**config.mk**
```make
export PLATFORM = sky130hd
export DESIGN_NAME = axis_parity_responder
export DESIGN_NICKNAME = d
export VERILOG_FILES = /design/src/rtl/axis_parity_pkg.sv /design/src/rtl/axis_parity_accum.sv /design/src/rtl/axis_parity_responder.sv
export SDC_FILE = /design/constraint.sdc
export NUM_CORES = 1
export LEC_CHECK = 0
export BUFFER_PORTS_ARGS = -buffer_cell sky130_fd_sc_hd__buf_2
export CORE_AREA = 5 5 65 67
export CTS_CLUSTER_DIAMETER = 60
export DETAILED_ROUTE_END_ITERATION = 12
export DIE_AREA = 0 0 70 72
export HOLD_SLACK_MARGIN = 0.12
export PLACE_DENSITY = 0.82
export REMOVE_ABC_BUFFERS = 1
export SLEW_MARGIN = 20
export SYNTH_ARGS = -nofsm -noshare
export SYNTH_HDL_FRONTEND = slang
export SYNTH_HIERARCHICAL = 1
export SYNTH_SLANG_ARGS = --single-unit
```
**constraint.sdc**
```tcl
create_clock -name a_clk -period 2.45 [get_ports a_clk]
set_input_delay 0.49 -clock a_clk [delete_from_list [all_inputs] [get_ports a_clk]]
set_output_delay 0.49 -clock a_clk [all_outputs]
set_load 0.01 [all_outputs]
```
**src/rtl/axis_parity_pkg.sv**
```systemverilog
// Shared types and constants for the AXI-Stream parity responder.
// Response FSM states, response words and the error-word helper.
package axis_parity_pkg;

    typedef enum logic [2:0] {
        RECV,
        RESP_HDR,
        RESP_CNT,
        RESP_TRL,
        RESP_ERR
    } resp_state_t;

    localparam logic [7:0] OK_HDR = 8'hAB;
    localparam logic [7:0] OK_TRL = 8'hDE;

    // Widest stream the error-word helper can describe.
    localparam int MAX_W = 256;

    // All-ones word of the requested width, zero above it.
    function automatic logic [MAX_W-1:0] err_word(input int width);
        logic [MAX_W-1:0] w;
        w = '0;
        for (int i = 0; i < MAX_W; i++) begin
            if (i < width) begin
                w[i] = 1'b1;
            end
        end
        return w;
    endfunction

endpackage

```
**src/rtl/axis_parity_accum.sv**
```systemverilog
// Running parity and saturating beat count for one inbound packet.
// Final values include the current beat; state clears on the last beat.
module axis_parity_accum
    import axis_parity_pkg::*;
#(
    parameter int DATA_W = 8,
    parameter int CNT_W  = 8
) (
    input  logic              clk,
    input  logic              rst,
    input  logic              beat,
    input  logic              last,
    input  logic [DATA_W-1:0] data,
    output logic              parity_final,
    output logic [CNT_W-1:0]  count_final
);

    localparam logic [CNT_W-1:0] CNT_MAX = {CNT_W{1'b1}};

    logic             acc_q;
    logic             acc_d;
    logic [CNT_W-1:0] cnt_q;
    logic [CNT_W-1:0] cnt_d;
    logic [CNT_W-1:0] cnt_inc;

    // Fold the current beat into parity/count; clear once the packet ends.
    always_comb begin
        cnt_inc      = (cnt_q == CNT_MAX) ? cnt_q : cnt_q + 1'b1;
        parity_final = acc_q ^ (^data);
        count_final  = cnt_inc;
        acc_d        = acc_q;
        cnt_d        = cnt_q;
        if (beat) begin
            if (last) begin
                acc_d = 1'b0;
                cnt_d = '0;
            end else begin
                acc_d = parity_final;
                cnt_d = cnt_inc;
            end
        end
    end

    // Accumulator state; reset discards any partial packet.
    always_ff @(posedge clk or posedge rst) begin
        if (rst) begin
            acc_q <= 1'b0;
            cnt_q <= '0;
        end else begin
            acc_q <= acc_d;
            cnt_q <= cnt_d;
        end
    end

endmodule

```
**src/rtl/axis_parity_responder.sv**
```systemverilog
// AXI-Stream packet parity checker that answers each packet with
// an OK header/count/trailer response or a single error word.
module axis_parity_responder
    import axis_parity_pkg::*;
#(
    parameter int DATA_W     = 8,
    parameter int CNT_W      = 8,
    parameter int PARITY_ODD = 0
) (
    input  logic              a_clk,
    input  logic              axis_areset,
    input  logic              axis_s_tvalid,
    input  logic [DATA_W-1:0] axis_s_tdata,
    output logic              axis_s_tready,
    input  logic              axis_s_tlast,
    output logic              axis_m_tvalid,
    output logic [DATA_W-1:0] axis_m_tdata,
    input  logic              axis_m_tready,
    output logic              axis_m_tlast,
    output logic              parity_err
);

    localparam logic              ODD      = (PARITY_ODD != 0);
    localparam logic [DATA_W-1:0] HDR_WORD = DATA_W'(OK_HDR);
    localparam logic [DATA_W-1:0] TRL_WORD = DATA_W'(OK_TRL);
    localparam logic [DATA_W-1:0] ERR_WORD = DATA_W'(err_word(DATA_W));

    resp_state_t       state_q;
    logic              s_tready_q;
    logic              m_tvalid_q;
    logic [DATA_W-1:0] m_tdata_q;
    logic              m_tlast_q;
    logic              perr_q;
    logic [CNT_W-1:0]  cnt_lat_q;

    logic              accept;
    logic              m_fire;
    logic              parity_final;
    logic [CNT_W-1:0]  count_final;

    assign accept = axis_s_tvalid & s_tready_q;
    assign m_fire = m_tvalid_q & axis_m_tready;

    axis_parity_accum #(
        .DATA_W (DATA_W),
        .CNT_W  (CNT_W)
    ) u_accum (
        .clk          (a_clk),
        .rst          (axis_areset),
        .beat         (accept),
        .last         (axis_s_tlast),
        .data         (axis_s_tdata),
        .parity_final (parity_final),
        .count_final  (count_final)
    );

    // Receive/respond FSM with every output driven from a register.
    always_ff @(posedge a_clk or posedge axis_areset) begin
        if (axis_areset) begin
            state_q    <= RECV;
            s_tready_q <= 1'b0;
            m_tvalid_q <= 1'b0;
            m_tdata_q  <= '0;
            m_tlast_q  <= 1'b0;
            perr_q     <= 1'b0;
            cnt_lat_q  <= '0;
        end else begin
            perr_q <= 1'b0;
            unique case (state_q)
                RECV: begin
                    if (accept && axis_s_tlast) begin
                        s_tready_q <= 1'b0;
                        m_tvalid_q <= 1'b1;
                        if (parity_final != ODD) begin
                            state_q   <= RESP_ERR;
                            m_tdata_q <= ERR_WORD;
                            m_tlast_q <= 1'b1;
                            perr_q    <= 1'b1;
                        end else begin
                            state_q   <= RESP_HDR;
                            m_tdata_q <= HDR_WORD;
                            m_tlast_q <= 1'b0;
                            cnt_lat_q <= count_final;
                        end
                    end else begin
                        s_tready_q <= 1'b1;
                    end
                end
                RESP_HDR: begin
                    if (m_fire) begin
                        state_q   <= RESP_CNT;
                        m_tdata_q <= DATA_W'(cnt_lat_q);
                    end
                end
                RESP_CNT: begin
                    if (m_fire) begin
                        state_q   <= RESP_TRL;
                        m_tdata_q <= TRL_WORD;
                        m_tlast_q <= 1'b1;
                    end
                end
                RESP_TRL, RESP_ERR: begin
                    if (m_fire) begin
                        state_q    <= RECV;
                        s_tready_q <= 1'b1;
                        m_tvalid_q <= 1'b0;
                        m_tdata_q  <= '0;
                        m_tlast_q  <= 1'b0;
                    end
                end
                default: begin
                    state_q    <= RECV;
                    s_tready_q <= 1'b0;
                    m_tvalid_q <= 1'b0;
                    m_tdata_q  <= '0;
                    m_tlast_q  <= 1'b0;
                end
            endcase
        end
    end

    assign axis_s_tready = s_tready_q;
    assign axis_m_tvalid = m_tvalid_q;
    assign axis_m_tdata  = m_tdata_q;
    assign axis_m_tlast  = m_tlast_q;
    assign parity_err    = perr_q;

endmodule

```
After elaboration in Yosys (flattened, before gate mapping). Index checks and enable logic that the tools add are counted.

Output and inout bits: 12. Logic and storage cells: 61. Flip-flop bits (word level): 32.

$add $sub $neg: 1. Bitwise logic cells: 6. Eq/ne operators: 9. Muxes and demuxes: 26. Reductions and logical operators: 10.

Operators with widths (count): 8-bit 2-to-1 mux (6); 8-bit case mux with 4 select lines (1); 3-bit 2-to-1 mux (5); 3-bit case mux with 4 select lines (1); 1-bit 2-to-1 mux (9); 8-bit by 1-bit adder with 8-bit output, second input constant (1); 8-bit == test, second input constant (1); 2-bit inequality test, second input constant (4); 4-bit AND reduction (2); 8-bit XOR reduction (1); 7-bit 2-to-1 mux (1); 3-bit by 2-bit == test with 1-bit output, second input constant (2); 1-bit case mux with 3 select lines (2); 3-bit AND reduction (2); 1-bit case mux with 4 select lines (1); 2-bit OR reduction (2); 3-bit by 1-bit == test with 1-bit output, second input constant (1); 3-bit == test, second input constant (1); 3-bit zero test (1); 1-bit NOT (3); 1-bit bitwise AND (2); 2-bit AND reduction (1); 1-bit logical AND (1); 1-bit bitwise XOR (1).

Depth between registers and ports, before layout. Gate-level depths: netlist of the first run.

Word-level depth: 5. Depth in mapped cells: 6. Depth with buffers taken out: 6.

Modules after synthesis. Netlist of the first run, hierarchy kept.

Modules (own cells, without submodules): axis_parity_responder (area an instance 1186.1 µm², times used 1, seq. area each 575.6 µm², cells an instance 108); axis_parity_accum (area an instance 720.7 µm², times used 1, seq. area each 225.2 µm², cells an instance 78).

Worst setup path before layout of the first run. OpenSTA, ideal clock, no wires.

Path kind: input to register. Start point: in axis_s_tdata[2]. End point: reg m_tdata_q[4] (netlist: axis_m_tdata[4]). Arrival time: 1937 ps. Setup slack: 447 ps. Stages: 6. Required time: 2385 ps. Cells stage by stage: xnor2_1 > xnor3_1 > xnor2_1 > nand3_1 > a21oi_1 > a22o_1.

Cells in the longest elaborated chain, start to end: 5.

RTL lines: start, declared (RTL line axis_parity_responder.sv:13) `input logic [DATA_W-1:0] axis_s_tdata,`; 8-bit XOR reduction (RTL line axis_parity_accum.sv:29) `parity_final = acc_q ^ (^data);`; 1-bit bitwise XOR (RTL line axis_parity_accum.sv:29); net parity_final (RTL line axis_parity_responder.sv:38) `logic parity_final;`; 7-bit 2-to-1 mux (RTL line axis_parity_responder.sv:74) `if (parity_final != ODD) begin`; 8-bit 2-to-1 mux (RTL line axis_parity_responder.sv:71) `if (accept && axis_s_tlast) begin`; 8-bit case mux with 4 select lines (RTL line axis_parity_responder.sv:69) `unique case (state_q)`; end signal, assigned (RTL line axis_parity_responder.sv:92) `m_tdata_q <= DATA_W'(cnt_lat_q);`; end, declared (RTL line axis_parity_responder.sv:31) `logic [DATA_W-1:0] m_tdata_q;`.

The timed path passes the listed nets, and every way through them passes these cells. The select of a mux whose other input is x is not followed. A chain may end at the register's enable or synchronous reset.

Final worst setup path of the first run.
Start point: reg u_accum.acc_q. End point: reg cnt_lat_q[6].

Cells in the longest elaborated chain, start to end: 3.

RTL lines: start, declared (RTL line axis_parity_accum.sv:20) `logic acc_q;`; start signal, assigned (RTL line axis_parity_accum.sv:47) `acc_q <= 1'b0;`; start signal, assigned (RTL line axis_parity_accum.sv:50) `acc_q <= acc_d;`; 1-bit bitwise XOR (RTL line axis_parity_accum.sv:29); net parity_final (RTL line axis_parity_responder.sv:38); 1-bit NOT (no line); 3-bit AND reduction (no line); end signal, assigned (RTL line axis_parity_responder.sv:83) `cnt_lat_q <= count_final;`; end, declared (RTL line axis_parity_responder.sv:34) `logic [CNT_W-1:0] cnt_lat_q;`.

The timed path passes the listed nets, and every way through them passes these cells.

==> results of run 1 <==
per-stage QoR:
stage                     total power (uW)  worst slack, ps  util [%]  instances
after floorplan                       1632            444.2         -        177
after global placement                1947            301.5     57.69        253
after detailed placement              1969            271.9     57.69        253
after CTS                             2426            542.7     60.35        261
after global routing                  2583            438.3     60.35        261
final                                 2415            552.4     60.35        261
per-layer routing:
layer	track usage, %	share of wire [%]	up-vias
met3	2.909	3.9	7
met5	0	0	-
li1	-	-	721
met2	25.71	48	37
met1	22.71	46	718
met4	7.021	1.8	0
cell families (layout without fill, tap and decap cells):
family	after synthesis	after routing
adders and majority gates	1	1
muxes	13	13
xor gates and xnor gates	12	12
DFF	32	32
and+or+nand+nor	51	51
buffers and inverters	21	48
AOI/OAI and AO/OA	56	56
final cells by class:
cell class / count / area (sq um) / area share, %
multi-input combinational: 133 / 1008 / 46.70
sequential: 32 / 800.8 / 37.08
timing repair buffer: 28 / 150.1 / 6.952
clock buffer: 7 / 65.06 / 3.013
tap: 48 / 60.06 / 2.781
inverter: 12 / 45.04 / 2.086
clock inverter: 1 / 30.03 / 1.390
sequential cells by signal (all words and copies together), names as in the netlist:
name and count:
axis_m_tdata 8, cnt_lat_q 8, u_accum/cnt_q 8, state_q 3, axis_m_tlast 1, axis_m_tvalid 1, axis_s_tready 1, parity_err 1
u_accum/acc_q 1
power by group through the flow:
stage	combinational (uW)	sequential, uW	clock, uW
final	1060	896	458
after detailed placement	1070	904	0
after global placement	1050	899	0
after floorplan	658	974	0
after global routing	1180	924	482
after CTS	1070	894	461
path summary, 6_finish.rpt:
check / startpoint / endpoint
max: u_accum/acc_q / cnt_lat_q[6]
min: axis_areset / u_accum/cnt_q[3]
max reg2reg: u_accum/acc_q / cnt_lat_q[6]
min reg2reg: axis_m_tdata[5] / axis_m_tdata[5]
max in group asynchronous: axis_areset / axis_m_tlast
min in group a_clk: axis_m_tdata[5] / axis_m_tdata[5]
cells in the final DEF (no fill, tap or decap), types with 2 or more instances in the layout:
cell      synthesis  final
a21boi_0          2      2
a21o_1            3      3
a21oi_1          13     13
a22o_1            2      2
a31oi_1           3      3
and3_1            2      2
buf_2             3     24
buf_4             2      4
clkbuf_4          0      5
clkbuf_8          0      2
dfrtp_1          32     32
inv_1            12     12
mux2_2           10     10
mux2i_1           2      2
nand2_1          10     10
nand2b_1          2      2
nand3_1           5      5
nor2_1           13     13
nor2_4            2      2
nor2b_1           2      2
nor3_1            5      5
o21a_1            4      4
o21ai_0           8      8
o22ai_1           2      2
xnor2_1           8      8
xor2_1            2      2
==> flow_metrics.py, run 1 <==
metrics = {
    "worst_setup_path": {
        "cp_top_family": "XOR/XNOR gates",
        "crit_path_max_fanout": 8,
        "cp_slowest_cell": "dfrtp_1",
        "reg2regPathDepth": 6,
        "end_kind": "register",
        "start_kind": "register",
        "crit_required_ps": 2670,
        "cp.depth": 6,
        "worstSetupPathType": "reg2reg",
        "worstPathArrival_ps": 2120,
        "reg2reg_slack_ps": 550,
        "crit_chain": "xnor2_2, xnor3_1, xnor2_1, buf_4, nor2_4, mux2_2",
        "cpPeakStageDelay_ps": 410,
        "crit_buf_inv": 1,
    },
    "global_route": {
        "grt_max_degree": 24,
        "grt_usage_pct": 16.48,
        "antenna_found_initial": 0,
        "overflow": 0,
        "grt_pass1_wl_um": 6644,
        "grt_pass1_vias": 1405,
    },
    "synthesis": {
        "yosysSeqAreaShare_pct": 41.99,
        "yosys_warnings": 6,
        "ys_types": 59,
        "syn_avg_cell_area_sq_um": 10.25,
        "async_flop_share_pct": 100.0,
        "synth_mux_area_share_pct": 7.677,
        "synth_area_leader_cell": "dfrtp_1",
        "synth_compound_area_share_pct": 22.38,
        "synthTopCellsByCount": "32 x dfrtp_1, 13 x a21oi_1, 13 x nor2_1",
        "ys_ff_latch": 32,
        "synth_top_family_by_area": "compound AO/OA/AOI/OAI gates",
        "synth-simple-area-share_pct": 15.55,
        "yosys.area_share.adder_pct": 0.6562,
        "synth_area_sq_um": 1907,
        "ys.flop_type": "dfrtp_1",
        "synth-xor-area-share_pct": 6.627,
        "yosysTopAreaCellShare_pct": 41.99,
        "synth_edf_count": 0,
        "synth_most_common_cell": "dfrtp_1",
        "yosys-top-cells-area": "dfrtp_1 42%, mux2_2 5.9%, xnor2_1 3.7%",
        "syn_inst": 186,
    },
    "routing": {
        "viasPerCell": 5.682,
        "wirelength_um": 3833,
        "dr_total_vias": 1483,
        "first_iter_violations": 128,
        "wl_per_cell_um": 14.69,
        "first_pass_iters": 4,
        "ant_nets": 0,
        "drc_errors": 0,
    },
    "clock_tree": {
        "post_cts_buffers": 0,
        "cts-buffers-inserted": 5,
        "cts_sinks": 32,
        "htree_levels": 2,
        "cts_root_buffer": "clkbuf_4",
        "clockBufferDepth": 2,
        "clkLatencyLatePin_ps": 340,
        "hold_buffers": 0,
        "path_clk_slew_ps": 100,
        "cts_resized": 0,
        "cts_tree": "built",
    },
    "sta": {
        "tightest_slew_ps": 852.5,
        "finClkSkew_ps": 15.58,
        "period_share_pct": 77.45,
        "fin_setup_tns_ps": 0,
        "hold_viol": 0,
        "drv_slew": 0,
        "rsz0062_at_grt": "false",
        "fmax_ghz": 0.5270,
        "setup_viol": 0,
        "period_needed_ps": 1898,
        "timing.hold.ws_ps": 116.7,
        "max_slew_margin_pct": 43.10,
    },
    "final_layout": {
        "nNetsFinal": 226,
        "syn_to_final_growth_pct": 13.25,
        "fillers": 308,
        "antenna-diode-count": 0,
        "fin_area_sq_um": 2160,
        "drive_above_1_share_pct": 29.58,
    },
    "floorplan": {
        "ios": 25,
        "die_area_sq_um": 5040,
        "rows": 22,
        "core-area_sq_um": 3578,
        "die_h_um": 72,
        "initial_core_util_pct": 53.29,
        "die_w_um": 70,
    },
    "placed_design": {
        "place.gp.congestion": 0.8662,
        "place.port_buffers": 24,
        "dp_hpwl_um": 2798,
        "placed_cell_area_sq_um": 2064,
    },
    "power_and_ir_drop": {
        "p_int_uw": 1491,
        "powerDensity_nw_per_um2": 1118,
        "combPwrFrac_pct": 44.0,
        "power_switching_uw": 923.9,
        "switching_share_pct": 38.25,
        "ir_worst_vdd_uv": 490.9,
        "leakagePower_uw": 0.0009781,
        "clock_power_share_pct": 19.0,
        "seqPwrFrac_pct": 37.1,
    },
    "flow_run": {
        "drv_cap": 0,
    },
    "outcome": {
        "status": "complete, no violations",
    },
    "min_path": {
        "min_path_type": "in2async",
    },
}
Power figures use the tool's default switching activity.
==> run 2, diff against run 1 <==
--- a/config.mk
+++ b/config.mk
@@ -5,13 +5,14 @@
 export SDC_FILE = /design/constraint.sdc
 export NUM_CORES = 1
 export LEC_CHECK = 0
+export ABC_AREA = 1
 export BUFFER_PORTS_ARGS = -buffer_cell sky130_fd_sc_hd__buf_2
-export CORE_AREA = 5 5 65 67
+export CORE_AREA = 5 5 66 68
 export CTS_CLUSTER_DIAMETER = 60
 export DETAILED_ROUTE_END_ITERATION = 12
-export DIE_AREA = 0 0 70 72
+export DIE_AREA = 0 0 71 73
 export HOLD_SLACK_MARGIN = 0.12
-export PLACE_DENSITY = 0.82
+export PLACE_DENSITY = 0.81
 export REMOVE_ABC_BUFFERS = 1
 export SLEW_MARGIN = 20
 export SYNTH_ARGS = -nofsm -noshare
==> constraint.sdc (replaced) <==
create_clock -name a_clk -period 1.9 [get_ports a_clk]
set_input_delay 0.38 -clock a_clk [delete_from_list [all_inputs] [get_ports a_clk]]
set_output_delay 0.38 -clock a_clk [all_outputs]
set_load 0.01 [all_outputs]
==> flow_metrics.py, run 2 <==
metrics = {
    "outcome": {
        "status": "complete, no violations",
    },
    "clock_tree": {
        "cts_tree": "built",
        "cts_root_buffer": "clkbuf_8",
        "cts-buffers-inserted": 5,
        "clockBufferDepth": 2,
        "cts_sinks": 32,
        "clkLatencyLatePin_ps": 290,
        "post_cts_buffers": 0,
        "htree_levels": 2,
        "path_clk_slew_ps": 60,
    },
    "sta": {
        "fmax_ghz": 0.6377,
        "tightest_slew_ps": 477.6,
        "fin_setup_tns_ps": 0,
        "setup_viol": 0,
        "period_needed_ps": 1568,
        "rsz0062_at_grt": "false",
        "period_share_pct": 82.53,
        "drv_slew": 0,
        "finClkSkew_ps": 8.796,
        "max_slew_margin_pct": 68.16,
        "hold_viol": 0,
    },
    "synthesis": {
        "async_flop_share_pct": 100.0,
        "synth_area_leader_cell": "dfrtp_1",
        "synth_most_common_cell": "nand2_1",
        "ys_ff_latch": 32,
        "synthTopCellsByCount": "98 x nand2_1, 35 x nand3_1, 32 x dfrtp_1",
        "syn_avg_cell_area_sq_um": 7.356,
        "synth_edf_count": 0,
        "synth_area_sq_um": 1942,
        "yosysTopAreaCellShare_pct": 41.24,
        "yosys_warnings": 6,
        "yosys-top-cells-area": "dfrtp_1 41%, nand2_1 19%, nand3_1 9.0%",
        "yosysSeqAreaShare_pct": 41.24,
        "ys.flop_type": "dfrtp_1",
        "syn_inst": 264,
        "ys_types": 27,
    },
    "power_and_ir_drop": {
        "power_switching_uw": 310.1,
        "clock_power_share_pct": 46.3,
        "leakagePower_uw": 0.001268,
        "seqPwrFrac_pct": 48.4,
        "combPwrFrac_pct": 5.4,
        "power_uw": 1408,
        "p_int_uw": 1098,
        "powerDensity_nw_per_um2": 631.4,
        "switching_share_pct": 22.03,
        "ir_worst_vdd_uv": 335.3,
    },
    "routing": {
        "first_pass_iters": 4,
        "wl_per_cell_um": 11.36,
        "viasPerCell": 5.092,
        "wirelength_um": 3931,
        "first_iter_violations": 120,
        "ant_nets": 0,
        "dr_total_vias": 1762,
        "drc_errors": 0,
    },
    "worst_setup_path": {
        "end_kind": "register",
        "worstSetupPathType": "reg2reg",
        "timing.rr.start": "u_accum/cnt_q[0]",
        "crit_required_ps": 2080,
        "startpoint": "u_accum/cnt_q[0]",
        "worstPathArrival_ps": 1740,
        "crit_path_max_fanout": 6,
        "start_kind": "register",
    },
    "floorplan": {
        "die_area_sq_um": 5183,
        "core-area_sq_um": 3799,
        "die_h_um": 73,
        "initial_core_util_pct": 51.12,
        "rows": 23,
        "ios": 25,
        "die_w_um": 71,
    },
    "final_layout": {
        "fillers": 357,
        "nNetsFinal": 309,
        "final_cell_mix": "98 x nand2_1, 35 x nand3_1, 32 x dfrtp_1, 31 x inv_1, 24 x buf_2",
        "antenna-diode-count": 0,
        "syn_to_final_growth_pct": 14.82,
        "drive_above_1_share_pct": 21.28,
        "layout_commonest_cell": "nand2_1",
    },
    "min_path": {
        "min_path_type": "in2reg",
        "min_from": "axis_s_tlast",
    },
    "global_route": {
        "overflow": 0,
        "grt_max_degree": 24,
        "grt_pass1_wl_um": 6748,
        "met2_usage_pct": 30.69,
        "met1_usage_pct": 17.58,
        "grt_usage_pct": 16.62,
        "busiest_layer": "met2",
        "grt_pass1_vias": 1609,
        "grt_use_met3_pct": 5.785,
        "antenna_found_initial": 0,
    },
    "flow_run": {
        "drv_cap": 0,
    },
    "placed_design": {
        "place.port_buffers": 24,
        "place.gp.congestion": 0.8759,
        "dp_hpwl_um": 2993,
    },
}
## run 2: stage by stage
| stage | setup slack, ps | utilization [%] | hold slack, ps | instance area, sq um | instances |
|---|---|---|---|---|---|
| 4_1_cts | 320.0 | 58.70 | 435.4 | 2230 | 346 |
| 3_3_place_gp | 249.3 | 55.60 | 380.9 | 2112 | 337 |
| 2_1_floorplan | 360.5 | - | 207.9 | 1914 | 261 |
| 6_report | 331.9 | 58.70 | 442.9 | 2230 | 346 |
| 5_1_grt | 129.9 | 58.70 | 447.8 | 2230 | 346 |
| 3_5_place_dp | 216.3 | 55.60 | 379.2 | 2112 | 337 |
## run 2: path summary, 6_finish.rpt
check	end	slack [ps]	cells past startpoint
min in group asynchronous	u_accum/cnt_q[2]	610	3
max	cnt_lat_q[1]	330	8
max in group asynchronous	cnt_lat_q[3]	990	4
max reg2reg	cnt_lat_q[1]	330	8
min	u_accum/cnt_q[7]	440	4
min reg2reg	axis_m_tdata[3]	470	2
## run 2: power groups by stage
| stage | Combinational, uW | Sequential, uW | Clock (uW) |
|---|---|---|---|
| 2_1_floorplan | 46.1 | 694 | 0 |
| 3_3_place_gp | 72.3 | 694 | 0 |
| 3_5_place_dp | 75.0 | 694 | 0 |
| 4_1_cts | 77.3 | 681 | 662 |
| 5_1_grt | 88.5 | 680 | 704 |
| 6_report | 75.3 | 681 | 651 |
## run 2: layout make-up
cell class / count / area (sq um) / area share, %
clock buffers: 6 / 72.57 / 3.255
clock inverters: 2 / 35.03 / 1.571
inverters: 36 / 135.1 / 6.061
multi-input cells: 193 / 978.4 / 43.88
flip-flops and latches: 32 / 800.8 / 35.91
well taps: 50 / 62.56 / 2.806
repair buffers: 27 / 145.1 / 6.510
## run 2: per-layer routing
| layer | wire (um) | vias to the layer above | share of wire (%) |
|---|---|---|---|
| met1 | 1724 | 823 | 44 |
| met4 | 51 | 0 | 1.3 |
| li1 | - | 900 | - |
| met2 | 1949 | 35 | 50 |
| met3 | 206 | 4 | 5.2 |
| met5 | 0 | - | 0 |
## run 2: kinds of logic (layout without fill, tap and decap cells)
logic type / count (synthesis) / count (layout) / synth area share, %
AO/OA/AOI/OAI: 21 / 21 / 6.315
XOR/XNOR: 3 / 3 / 1.740
adder cells (fa/ha/maj): 1 / 1 / 0.6442
buffers and inverters: 39 / 71 / 8.376
flip-flops: 32 / 32 / 41.24
AND/OR/NAND/NOR: 168 / 168 / 41.69
## run 2: critical path: stages, from the launching register on
cell and delay [ps]:
dfrtp_1 480, ha_1 240, nand3_2 120, nor2_4 150, nand2_4 110, o21ai_2 170, inv_1 60, nand3_1 80
nand2_1 50
## run 2: repair_timing
item,in CTS,in global routing
hold buffers,1,0
setup endpoints to repair,0,0
resized for setup,0,0
hold endpoints to repair,9,0
